File: src/rtl/imm_extend_pipe_if.sv
// imm_extend_pipe_if: producer/consumer handshake bundle for imm_extend_pipe.
// Ports: in_valid/in_ready/in_imm/in_mode, out_valid/out_ready/out_data, occupancy.
interface imm_extend_pipe_if #(
    parameter int IN_W  = 16,
    parameter int OUT_W = 32,
    parameter int DEPTH = 2
);
    logic                         in_valid;
    logic                         in_ready;
    logic [IN_W-1:0]              in_imm;
    logic [1:0]                   in_mode;
    logic                         out_valid;
    logic                         out_ready;
    logic [OUT_W-1:0]             out_data;
    logic [$clog2(DEPTH+1)-1:0]   occupancy;

    modport master (
        output in_valid, in_imm, in_mode, out_ready,
        input  in_ready, out_valid, out_data, occupancy
    );

    modport slave (
        input  in_valid, in_imm, in_mode, out_ready,
        output in_ready, out_valid, out_data, occupancy
    );
endinterface

File: src/rtl/imm_extend_pipe.sv
// imm_extend_pipe: registered immediate extension (sign/zero/upper/branch)
// Ports: clk, reset (async active-low), bus (imm_extend_pipe_if.slave).
module imm_extend_pipe #(
    parameter int IN_W  = 16,
    parameter int OUT_W = 32,
    parameter int SHIFT = 2,
    parameter int DEPTH = 2
) (
    input  logic                 clk,
    input  logic                 reset,
    imm_extend_pipe_if.slave     bus
);
    localparam int E  = OUT_W - IN_W;
    localparam int OW = $clog2(DEPTH + 1);
    localparam int PW = (DEPTH > 1) ? $clog2(DEPTH) : 1;

    logic [OUT_W-1:0] mem_q [DEPTH];
    logic [OUT_W-1:0] last_q;
    logic [PW-1:0]    wptr_q, wptr_d;
    logic [PW-1:0]    rptr_q, rptr_d;
    logic [OW-1:0]    occ_q, occ_d;

    logic [OUT_W-1:0] sext, zext, upper, branch, ext;
    logic             push, pop;

    always_comb begin
        sext   = {{E{bus.in_imm[IN_W-1]}}, bus.in_imm};
        zext   = {{E{1'b0}}, bus.in_imm};
        upper  = {bus.in_imm, {E{1'b0}}};
        branch = sext << SHIFT;
        ext    = sext;
        unique case (bus.in_mode)
            2'b00: ext = sext;
            2'b01: ext = zext;
            2'b10: ext = upper;
            2'b11: ext = branch;
            default: ext = sext;
        endcase
    end

    assign bus.in_ready  = occ_q < OW'(DEPTH);
    assign bus.out_valid = occ_q != '0;
    assign push = bus.in_valid && bus.in_ready;
    assign pop  = bus.out_valid && bus.out_ready;

    // When empty, out_data shows the most recently popped value rather
    // than whatever stale slot the read pointer lands on.
    assign bus.out_data  = bus.out_valid ? mem_q[rptr_q] : last_q;
    assign bus.occupancy = occ_q;

    always_comb begin
        wptr_d = wptr_q;
        rptr_d = rptr_q;
        occ_d  = occ_q;
        if (push) begin
            wptr_d = (wptr_q == PW'(DEPTH - 1)) ? '0 : wptr_q + PW'(1);
        end
        if (pop) begin
            rptr_d = (rptr_q == PW'(DEPTH - 1)) ? '0 : rptr_q + PW'(1);
        end
        unique case ({push, pop})
            2'b10:   occ_d = occ_q + OW'(1);
            2'b01:   occ_d = occ_q - OW'(1);
            default: occ_d = occ_q;
        endcase
    end

    always_ff @(posedge clk or negedge reset) begin
        if (!reset) begin
            wptr_q <= '0;
            rptr_q <= '0;
            occ_q  <= '0;
            last_q <= '0;
            for (int i = 0; i < DEPTH; i++) begin
                mem_q[i] <= '0;
            end
        end else begin
            wptr_q <= wptr_d;
            rptr_q <= rptr_d;
            occ_q  <= occ_d;
            if (pop) begin
                last_q <= mem_q[rptr_q];
            end
            if (push) begin
                mem_q[wptr_q] <= ext;
            end
        end
    end
endmodule

File: src/flat_wrapper.sv
// flat-port wrapper written by rule: the top's interface ports become plain ports
module imm_extend_pipe_flat 
#(
    parameter int IN_W  = 16,
    parameter int OUT_W = 32,
    parameter int SHIFT = 2,
    parameter int DEPTH = 2
)
  (clk, reset, bus_in_valid, bus_in_imm, bus_in_mode, bus_out_ready, bus_in_ready, bus_out_valid, bus_out_data, bus_occupancy);
  imm_extend_pipe_if #(.IN_W(IN_W), .OUT_W(OUT_W), .DEPTH(DEPTH)) bus_i ();
  input  logic clk;
  input  logic reset;
  input wire logic [$bits(bus_i.in_valid)-1:0] bus_in_valid;
  input wire logic [$bits(bus_i.in_imm)-1:0] bus_in_imm;
  input wire logic [$bits(bus_i.in_mode)-1:0] bus_in_mode;
  input wire logic [$bits(bus_i.out_ready)-1:0] bus_out_ready;
  output wire logic [$bits(bus_i.in_ready)-1:0] bus_in_ready;
  output wire logic [$bits(bus_i.out_valid)-1:0] bus_out_valid;
  output wire logic [$bits(bus_i.out_data)-1:0] bus_out_data;
  output wire logic [$bits(bus_i.occupancy)-1:0] bus_occupancy;
  assign bus_i.in_valid = bus_in_valid;
  assign bus_i.in_imm = bus_in_imm;
  assign bus_i.in_mode = bus_in_mode;
  assign bus_i.out_ready = bus_out_ready;
  assign bus_in_ready = bus_i.in_ready;
  assign bus_out_valid = bus_i.out_valid;
  assign bus_out_data = bus_i.out_data;
  assign bus_occupancy = bus_i.occupancy;
  imm_extend_pipe #(.IN_W(IN_W), .OUT_W(OUT_W), .SHIFT(SHIFT), .DEPTH(DEPTH)) u_core (.clk(clk), .reset(reset), .bus(bus_i));
endmodule
File: config.mk
export PLATFORM = sky130hd
export DESIGN_NAME = imm_extend_pipe_flat
export DESIGN_NICKNAME = d
export VERILOG_FILES = /design/src/rtl/imm_extend_pipe_if.sv /design/src/rtl/imm_extend_pipe.sv /design/src/flat_wrapper.sv
export SDC_FILE = /design/constraint.sdc
export NUM_CORES = 1
export LEC_CHECK = 0
export BUFFER_PORTS_ARGS = -buffer_cell sky130_fd_sc_hd__buf_2
export CORE_MARGIN = 2
export CORE_UTILIZATION = 35
export DETAILED_ROUTE_END_ITERATION = 6
export PLACE_DENSITY = 0.56
export SLEW_MARGIN = 20
export SYNTH_ARGS = -nofsm -noshare
export SYNTH_HDL_FRONTEND = slang
export SYNTH_SLANG_ARGS = --single-unit
File: constraint.sdc
create_clock -name clk -period 1.9 [get_ports clk]
set_input_delay 0.285 -clock clk [delete_from_list [all_inputs] [get_ports clk]]
set_output_delay 0.285 -clock clk [all_outputs]
set_load 0.01 [all_outputs]
==> flow_summary.toml, run 1 <==
[status]
outcome = "finished clean"

[route]
wl_per_cell_microns = 15.8
finalWirelength_microns = 11300
viasPerCell = 5.01
drt_pass1_iterations = 5
drtIter0Drc = 212
post-route-drc-count = 0
ant_nets = 0
vias = 3575

[yosys]
synth_edf_count = 0
yosys.area.top_type = "dfrtp_1"
yosys_warnings = 0
synth_fp_nets = 505
synth_seq_cells = 100
synth_area_sq_um = 4720
yosysUniqueCellTypes = 29
syn_inst = 482
synth_top_area_share_pct = 53.1
ys_seq_area_share_pct = 53.1
ys_async_sr_fraction_pct = 100
synth_area_leaders = "dfrtp_1 53%, mux2i_1 6.8%, nand2_1 6.7%"
synth_area_per_cell_sq_um = 9.78
ys.flop_type = "dfrtp_1"

[critical_path]
critPathArrivalTime_ns = 1.56
cp_slowest_cell = "dfrtp_2"
max_stage_delay_ns = 0.40
startpoint_type = "flip-flop"
worstPathCellList = "or2_4 -> buf_6 -> a21oi_2 -> buf_2"
end_kind = "primary output"
crit_fanout = 21
cp_top_family = "flip-flops"
critPathKind = "flip-flop to primary output"
critical_path_buf_inv_count = 2
worstPathRequired_ns = 1.62

[cts]
cts_buffers = 9
numClockSinks = 100
clock_path_buffers = 2
htreeDepth = 3
clockRootBuffer = "clkbuf_16"
clk_pin_slew_ns = 0.06
tritoncts = "done"
clock_latency_ns = 0.34

[global_routing]
grt_max_degree = 46
antenna_found_initial = 1
grt_pass1_wl_microns = 17700
grt_usage_pct = 15.8
grt_pass1_vias = 3395
gr-total-overflow = 0

[layout]
layout-drive-gt1-share_pct = 23.1
syn_to_final_growth_pct = 17.7
fin_nets = 555
final_cells = 714
postLayoutCellArea_sq_um = 5550

[sta]
rsz0062_at_grt = "true"
worstMarginPinSlew_ns = 0.795
setup_violations = 0
hold_violations = 0
period_minus_slack_ns = 1.84
relSlewSlack_pct = 47.0
fmax_mhz = 542
drv_slew = 0
fin_tns_setup_ns = 0
fin_crit_sh_pct = 97.1
clock_skew_ns = 0.00613

[placement]
place_inst = 693
place_congestion = 0.759
hpwl_microns = 7790
port_buffers = 57
dpl_cell_area_sq_um = 5150

[die]
die_w_microns = 120
die_area_sq_um = 14400
start_util_pct = 35.8
boundaryPins = 58
core_sq_um = 13200
fp.dieH_microns = 120
num_rows = 42

[hold_path]
hold_class = "input pin to flip-flop"

[pwr]
irDropWorstVdd_mv = 0.836
power.density_nw_per_um2 = 1840
power_leakage_nw = 2.56

[flow_run]
maxCapViolations = 0
[Yosys cell counts (6+ instances only)]
library cell,instances
mux2i_1,32
buf_2,20
buf_6,6
a21oi_1,61
nor2b_1,11
nand2_1,84
nor2_1,33
o22a_1,28
clkbuf_1,6
dfrtp_1,100
o21ai_2,16
o21ai_0,52
[metal layers]
metal  part of all wire, %  global-route usage (%)  up-vias
li1                      -                       -     1754
met1                    45                    20.6     1744
met2                    49                    25.5       68
met3                   5.2                    4.85        9
met4                   1.2                    4.56        0
met5                     0                       0        -
[what timing repair did]
action | 4_1_cts | 5_1_grt
gates cloned | 0 | 1
pin swaps | 0 | 0
endpoints found under the hold margin | 37 | 0
endpoints found under the setup margin | 32 | 32
buffers inserted | 2 | 0
hold buffers | 1 | 0
gates resized for setup | 11 | 8
[registers in the layout, summed over array words and instances, names as in the netlist]
register,count
u_core.bus.occupancy,2
u_core.last_q,32
u_core.mem_q,64
u_core.rptr_q,1
u_core.wptr_q,1
[worst paths after layout]
| kind | to | slack [ns] | startpoint | depth (start not counted) |
|---|---|---|---|---|
| setup / recovery | bus_out_data[24] | 0.06 | u_core.bus.occupancy[1]$_DFFE_PN0P_ | 4 |
| hold / removal | u_core.mem_q[33]$_DFFE_PN0P_ | 0.28 | bus_in_imm[1] | 3 |
| setup reg to reg | u_core.mem_q[48]$_DFFE_PN0P_ | 0.21 | u_core.bus.occupancy[1]$_DFFE_PN0P_ | 5 |
| hold reg to reg | u_core.mem_q[48]$_DFFE_PN0P_ | 0.48 | u_core.mem_q[48]$_DFFE_PN0P_ | 2 |
| max in group asynchronous | u_core.bus.occupancy[0]$_DFFE_PN0P_ | 0.71 | reset | 3 |
| min in group asynchronous | u_core.last_q[4]$_DFFE_PN0P_ | 0.45 | reset | 2 |
[area by class of cell]
class / instances / area, sq um
Fill cell: 1300 / 7640
Sequential cell: 100 / 2510
Clock inverter: 2 / 35.0
Antenna cell: 1 / 2.50
Multi-Input combinational cell: 341 / 2020
Tap cell: 176 / 220
Clock buffer: 14 / 254
Inverter: 3 / 11.3
Timing Repair Buffer: 77 / 499
[per-stage QoR]
step | util [%] | worst slack, ns | power [W] | hold WS, ns
after floorplan | - | 0.219 | 0.00675 | -0.0106
final | 42.1 | 0.0555 | 0.0102 | 0.278
after CTS | 41.7 | 0.00855 | 0.0102 | 0.275
after detailed placement | 39.0 | 0.156 | 0.00823 | 0.300
after global routing | 42.1 | -0.0112 | 0.0110 | 0.290
after global placement | 39.0 | 0.192 | 0.00806 | 0.298
[worst min-delay path, stage by stage]
cell	delay (ns)
buf_2	0.13
nand2b_1	0.11
o21ai_2	0.07
[logic make-up after synthesis]
kind of cell	after synthesis	share of synthesized area (%)
multiplexers	32	6.79
buffers and inverters	41	5.15
AO/OA/AOI/OAI	160	20.6
XOR/XNOR	4	0.743
flip-flops	100	53.1
AND/OR/NAND/NOR	144	13.3
adder cells (fa/ha/maj)	1	0.265
[placed cells by master, fill, tap and decap left out, drive strengths merged, types with 2 or more instances in the layout]
master,count
nand2b,4
nor2b,11
clkbuf,15
nand2,86
a21oi,61
xnor2,4
o21ai,68
inv,3
and2b,3
o31ai,2
nor2,33
o22a,28
dfrtp,100
buf,75
mux2i,32
[power by group]
part | internal [W] | switching, W
Sequential | 0.00315 | 0.000531
Clock | 0.00106 | 0.000736
Combinational | 0.00209 | 0.00266
Total | 0.00630 | 0.00392
No activity file was read; power rests on OpenSTA's default activity.
==> inputs of run 2 (changes only) <==
--- a/config.mk
+++ b/config.mk
@@ -8,6 +8,7 @@
 export BUFFER_PORTS_ARGS = -buffer_cell sky130_fd_sc_hd__buf_2
 export CORE_MARGIN = 2
 export CORE_UTILIZATION = 35
+export CTS_BUF_LIST = sky130_fd_sc_hd__clkbuf_4 sky130_fd_sc_hd__clkbuf_8 sky130_fd_sc_hd__clkbuf_16
 export DETAILED_ROUTE_END_ITERATION = 6
 export PLACE_DENSITY = 0.56
 export SLEW_MARGIN = 20
==> flow_summary.toml, run 2 (synthesis gave the netlist of run 1 again) <==
[hold_path]
hold_class = "input pin to flip-flop"

[sta]
worstMarginPinSlew_ns = 0.797
rsz0062_at_grt = "true"
fin_tns_setup_ns = 0
period_minus_slack_ns = 1.84
setup_violations = 0
drv_slew = 0
hold_violations = 0
relSlewSlack_pct = 46.9
clock_skew_ns = 0.00576
fmax_mhz = 542
fin_crit_sh_pct = 97.0

[cts]
clockRootBuffer = "clkbuf_16"
clock_path_buffers = 2
cts_buffers = 9
tritoncts = "done"
htreeDepth = 3
numClockSinks = 100
clk_pin_slew_ns = 0.06
clock_latency_ns = 0.34

[die]
fp.dieH_microns = 120
die_area_sq_um = 14400
die_w_microns = 120
start_util_pct = 35.8
num_rows = 42
boundaryPins = 58
core_sq_um = 13200

[route]
vias = 3560
viasPerCell = 4.99
ant_nets = 0
post-route-drc-count = 0
drt_pass1_iterations = 6
finalWirelength_microns = 11200
drtIter0Drc = 230
wl_per_cell_microns = 15.7

[critical_path]
crit_fanout = 21
critPathKind = "flip-flop to primary output"
startpoint_type = "flip-flop"
end_kind = "primary output"
critPathArrivalTime_ns = 1.56
worstPathRequired_ns = 1.62

[layout]
fillers = 1300
fin_util_pct = 42.2
largest_reg_flops = 64
most-common-layout-cells = "97 x dfrtp_1, 84 x nand2_1, 57 x a21oi_1, 56 x buf_2, 51 x o21ai_0"
regMostFlops = "u_core.mem_q"
layout-drive-gt1-share_pct = 23.8
fin_nets = 555
register_area_sq_um = 2510
syn_to_final_growth_pct = 18.0
multi_input_area_sq_um = 2020
final_common_cell = "dfrtp_1"

[global_routing]
gr-total-overflow = 0
grt_usage_pct = 15.8
grt_pass1_vias = 3401
grt_max_degree = 46
antenna_found_initial = 1
grt_pass1_wl_microns = 17700

[placement]
port_buffers = 57
place_congestion = 0.759
hpwl_microns = 7790

[status]
outcome = "finished clean"

[pwr]
power.density_nw_per_um2 = 1850
irDropWorstVdd_mv = 0.838
power_leakage_nw = 2.57
p_total_w = 0.0103

[flow_run]
maxCapViolations = 0
## run 2: final timing paths
path	from	endpoint	slack [ns]	depth (start not counted)
max	u_core.bus.occupancy[1]$_DFFE_PN0P_	bus_out_data[24]	0.06	4
min	bus_in_imm[1]	u_core.mem_q[33]$_DFFE_PN0P_	0.28	3
max reg2reg	u_core.bus.occupancy[1]$_DFFE_PN0P_	u_core.mem_q[48]$_DFFE_PN0P_	0.21	5
min reg2reg	u_core.mem_q[48]$_DFFE_PN0P_	u_core.mem_q[48]$_DFFE_PN0P_	0.48	2
max in group asynchronous	reset	u_core.bus.occupancy[0]$_DFFE_PN0P_	0.71	3
min in group asynchronous	reset	u_core.last_q[4]$_DFFE_PN0P_	0.45	2
## run 2: critical path: stages (launching register included)
cell and delay (ns):
dfrtp_2 0.40, or2_4 0.30, buf_6 0.18, a21oi_2 0.17, buf_2 0.15
## run 2: power breakdown
group / switching (W) / total [W] / internal, W
Sequential: 0.000530 / 0.00368 / 0.00315
Clock: 0.000739 / 0.00185 / 0.00111
Combinational: 0.00265 / 0.00474 / 0.00209
Total: 0.00392 / 0.0103 / 0.00636
## run 2: cell type report
type,count,share of cell area (%)
well taps,176,3.96
clock buffers,14,4.83
clock inverters,2,0.629
flip-flops and latches,100,45.0
multi-input cells,341,36.3
diodes,1,0.0450
inverters,3,0.202
repair buffers,77,8.97
## run 2: repair_timing
action                                  in CTS  in global routing
endpoints found under the setup margin      32                 32
gates resized for setup                     11                  8
setup buffers                                2                  0
endpoints found under the hold margin       37                  0
cloned                                       0                  1
hold buffers                                 1                  0
## run 2: metrics by stage
stage | cells | worst slack [ns] | hold slack [ns] | area, sq um
floorplan | 482 | 0.219 | -0.0106 | 4720
global placement | 693 | 0.192 | 0.298 | 5150
detailed placement | 693 | 0.156 | 0.300 | 5150
CTS | 712 | 0.00855 | 0.274 | 5510
global route | 713 | -0.0112 | 0.290 | 5560
finish | 714 | 0.0564 | 0.281 | 5570
## run 2: per-layer routing
layer	part of all wire [%]	global-route usage, %	up-vias
met5	0	0	-
met4	1.2	4.56	0
met3	5.5	4.85	9
met2	49	25.5	71
met1	45	20.5	1729
li1	-	-	1751
==> inputs of run 3 (changes only) <==
--- a/config.mk
+++ b/config.mk
@@ -6,11 +6,13 @@
 export NUM_CORES = 1
 export LEC_CHECK = 0
 export BUFFER_PORTS_ARGS = -buffer_cell sky130_fd_sc_hd__buf_2
+export CELL_PAD_IN_SITES_DETAIL_PLACEMENT = 0
+export CELL_PAD_IN_SITES_GLOBAL_PLACEMENT = 1
 export CORE_MARGIN = 2
 export CORE_UTILIZATION = 35
 export CTS_BUF_LIST = sky130_fd_sc_hd__clkbuf_4 sky130_fd_sc_hd__clkbuf_8 sky130_fd_sc_hd__clkbuf_16
 export DETAILED_ROUTE_END_ITERATION = 6
-export PLACE_DENSITY = 0.56
+export PLACE_DENSITY = 0.67
 export SLEW_MARGIN = 20
 export SYNTH_ARGS = -nofsm -noshare
 export SYNTH_HDL_FRONTEND = slang
==> flow_summary.toml, run 3 (synthesis gave the netlist of run 1 again) <==
[pwr]
power.density_nw_per_um2 = 1840
power_leakage_nw = 2.55
irDropWorstVdd_mv = 0.725

[placement]
port_buffers = 57
hpwl_microns = 7760
dpl_cell_area_sq_um = 5140
place_congestion = 0.768
pre_cts_ws_ns = 0.207

[hold_path]
hold_path_depth = 3
hold_class = "input pin to flip-flop"

[sta]
clock_skew_ns = 0.00523
period_minus_slack_ns = 1.81
layout_setup_ws_ns = 0.0866
drv_slew = 0
hold_violations = 0
worstMarginPinSlew_ns = 0.805
fin_crit_sh_pct = 95.4
rsz0062_at_grt = "false"
relSlewSlack_pct = 46.3
fmax_mhz = 551
setup_violations = 0

[die]
start_util_pct = 35.8
num_rows = 42
fp.dieH_microns = 120
core_sq_um = 13200
boundaryPins = 58
die_w_microns = 120
die_area_sq_um = 14400

[critical_path]
cp_slowest_cell = "dfrtp_2"
rr_worst_depth = 4
max_stage_delay_ns = 0.42
cp_top_family = "flip-flops"
cp.depth = 4
worstPathRequired_ns = 1.62
critPathArrivalTime_ns = 1.53
startpoint_type = "flip-flop"
critical_path_buf_inv_count = 2
end_kind = "primary output"
crit_fanout = 16
r2r_slack_ns = 0.32
critPathKind = "flip-flop to primary output"
worstPathCellList = "clkbuf_16 -> mux2i_1 -> a21oi_1 -> buf_2"

[cts]
clock_latency_ns = 0.34
clk_pin_slew_ns = 0.07
htreeDepth = 3
numClockSinks = 100
cts_buffers = 9
clock_path_buffers = 2
tritoncts = "done"
clockRootBuffer = "clkbuf_16"

[route]
wl_met3_microns = 339
post-route-drc-count = 0
wl_per_cell_microns = 15.8
vias = 3455
met1_length_microns = 5520
ant_nets = 0
top_layer = "met4"
dr_wl_met2_microns = 5280
drtIter0Drc = 167
viasPerCell = 4.85
finalWirelength_microns = 11200
drt_pass1_iterations = 4

[layout]
n_antenna_cell = 0
most-common-layout-cells = "97 x dfrtp_1, 84 x nand2_1, 59 x a21oi_1, 56 x buf_2, 51 x o21ai_0"
postLayoutCellArea_sq_um = 5580
layout-drive-gt1-share_pct = 24.1
fin_nets = 554
final_common_cell = "dfrtp_1"
syn_to_final_growth_pct = 18.3
largest_reg_flops = 64
regMostFlops = "u_core.mem_q"
fin_util_pct = 42.3

[global_routing]
grt_usage_pct = 16.0
grt_pass1_vias = 3448
gr-total-overflow = 0
grt_pass1_wl_microns = 18000
grt_max_degree = 56
antenna_found_initial = 0

[flow_run]
maxCapViolations = 0

[status]
outcome = "finished clean"
run 3: power by group:
group	switching, W	total [W]	internal [W]
clock	0.000789	0.00189	0.00110
combinational	0.00257	0.00468	0.00211
sequential	0.000557	0.00371	0.00315
run 3: worst paths after layout:
path                                                      from                           end
setup / recovery                     u_core.rptr_q$_DFFE_PN0P_              bus_out_data[29]
hold / removal                                   bus_in_imm[1]  u_core.mem_q[33]$_DFFE_PN0P_
setup reg to reg           u_core.bus.occupancy[1]$_DFFE_PN0P_  u_core.mem_q[48]$_DFFE_PN0P_
hold reg to reg                   u_core.mem_q[37]$_DFFE_PN0P_  u_core.mem_q[37]$_DFFE_PN0P_
max in group asynchronous                                reset     u_core.rptr_q$_DFFE_PN0P_
min in group asynchronous                                reset  u_core.last_q[2]$_DFFE_PN0P_
run 3: worst reg2reg max path, delay by kind of cell, from the launching register on:
family | cells | cell delay (ns)
buf+inv | 2 | 0.43
simple gates | 1 | 0.39
compound gates | 1 | 0.28
flops | 1 | 0.40
run 3: repair_timing:
action	4_1_cts	5_1_grt
hold buffers	1	0
setup buffers	2	0
resized for setup	6	17
setup endpoints to repair	33	31
gates cloned	0	1
hold endpoints to repair	23	0
run 3: layout make-up:
cell class                      instances  area (sq um)
Inverter                                3          11.3
Tap cell                              176           220
Clock inverter                          4          47.5
Fill cell                            1322          7610
Timing Repair Buffer                   76           500
Clock buffer                           12           260
Multi-Input combinational cell        341          2030
Sequential cell                       100          2510
run 3: per-stage QoR:
stage	hold WS, ns	cells	total power (W)	setup TNS, ns
after CTS	0.272	711	0.0102	-0.00890
final	0.276	712	0.0103	0
after global placement	0.216	692	0.00804	0
after global routing	0.304	712	0.0111	0
after detailed placement	0.217	692	0.00818	0
after floorplan	-0.0106	482	0.00675	0
run 3: routing by layer:
| metal | GRT usage [%] | vias to the layer above |
|---|---|---|
| met5 | 0 | - |
| met4 | 5.29 | 0 |
| met3 | 2.80 | 8 |
| met2 | 25.3 | 44 |
| met1 | 22.3 | 1654 |
| li1 | - | 1749 |
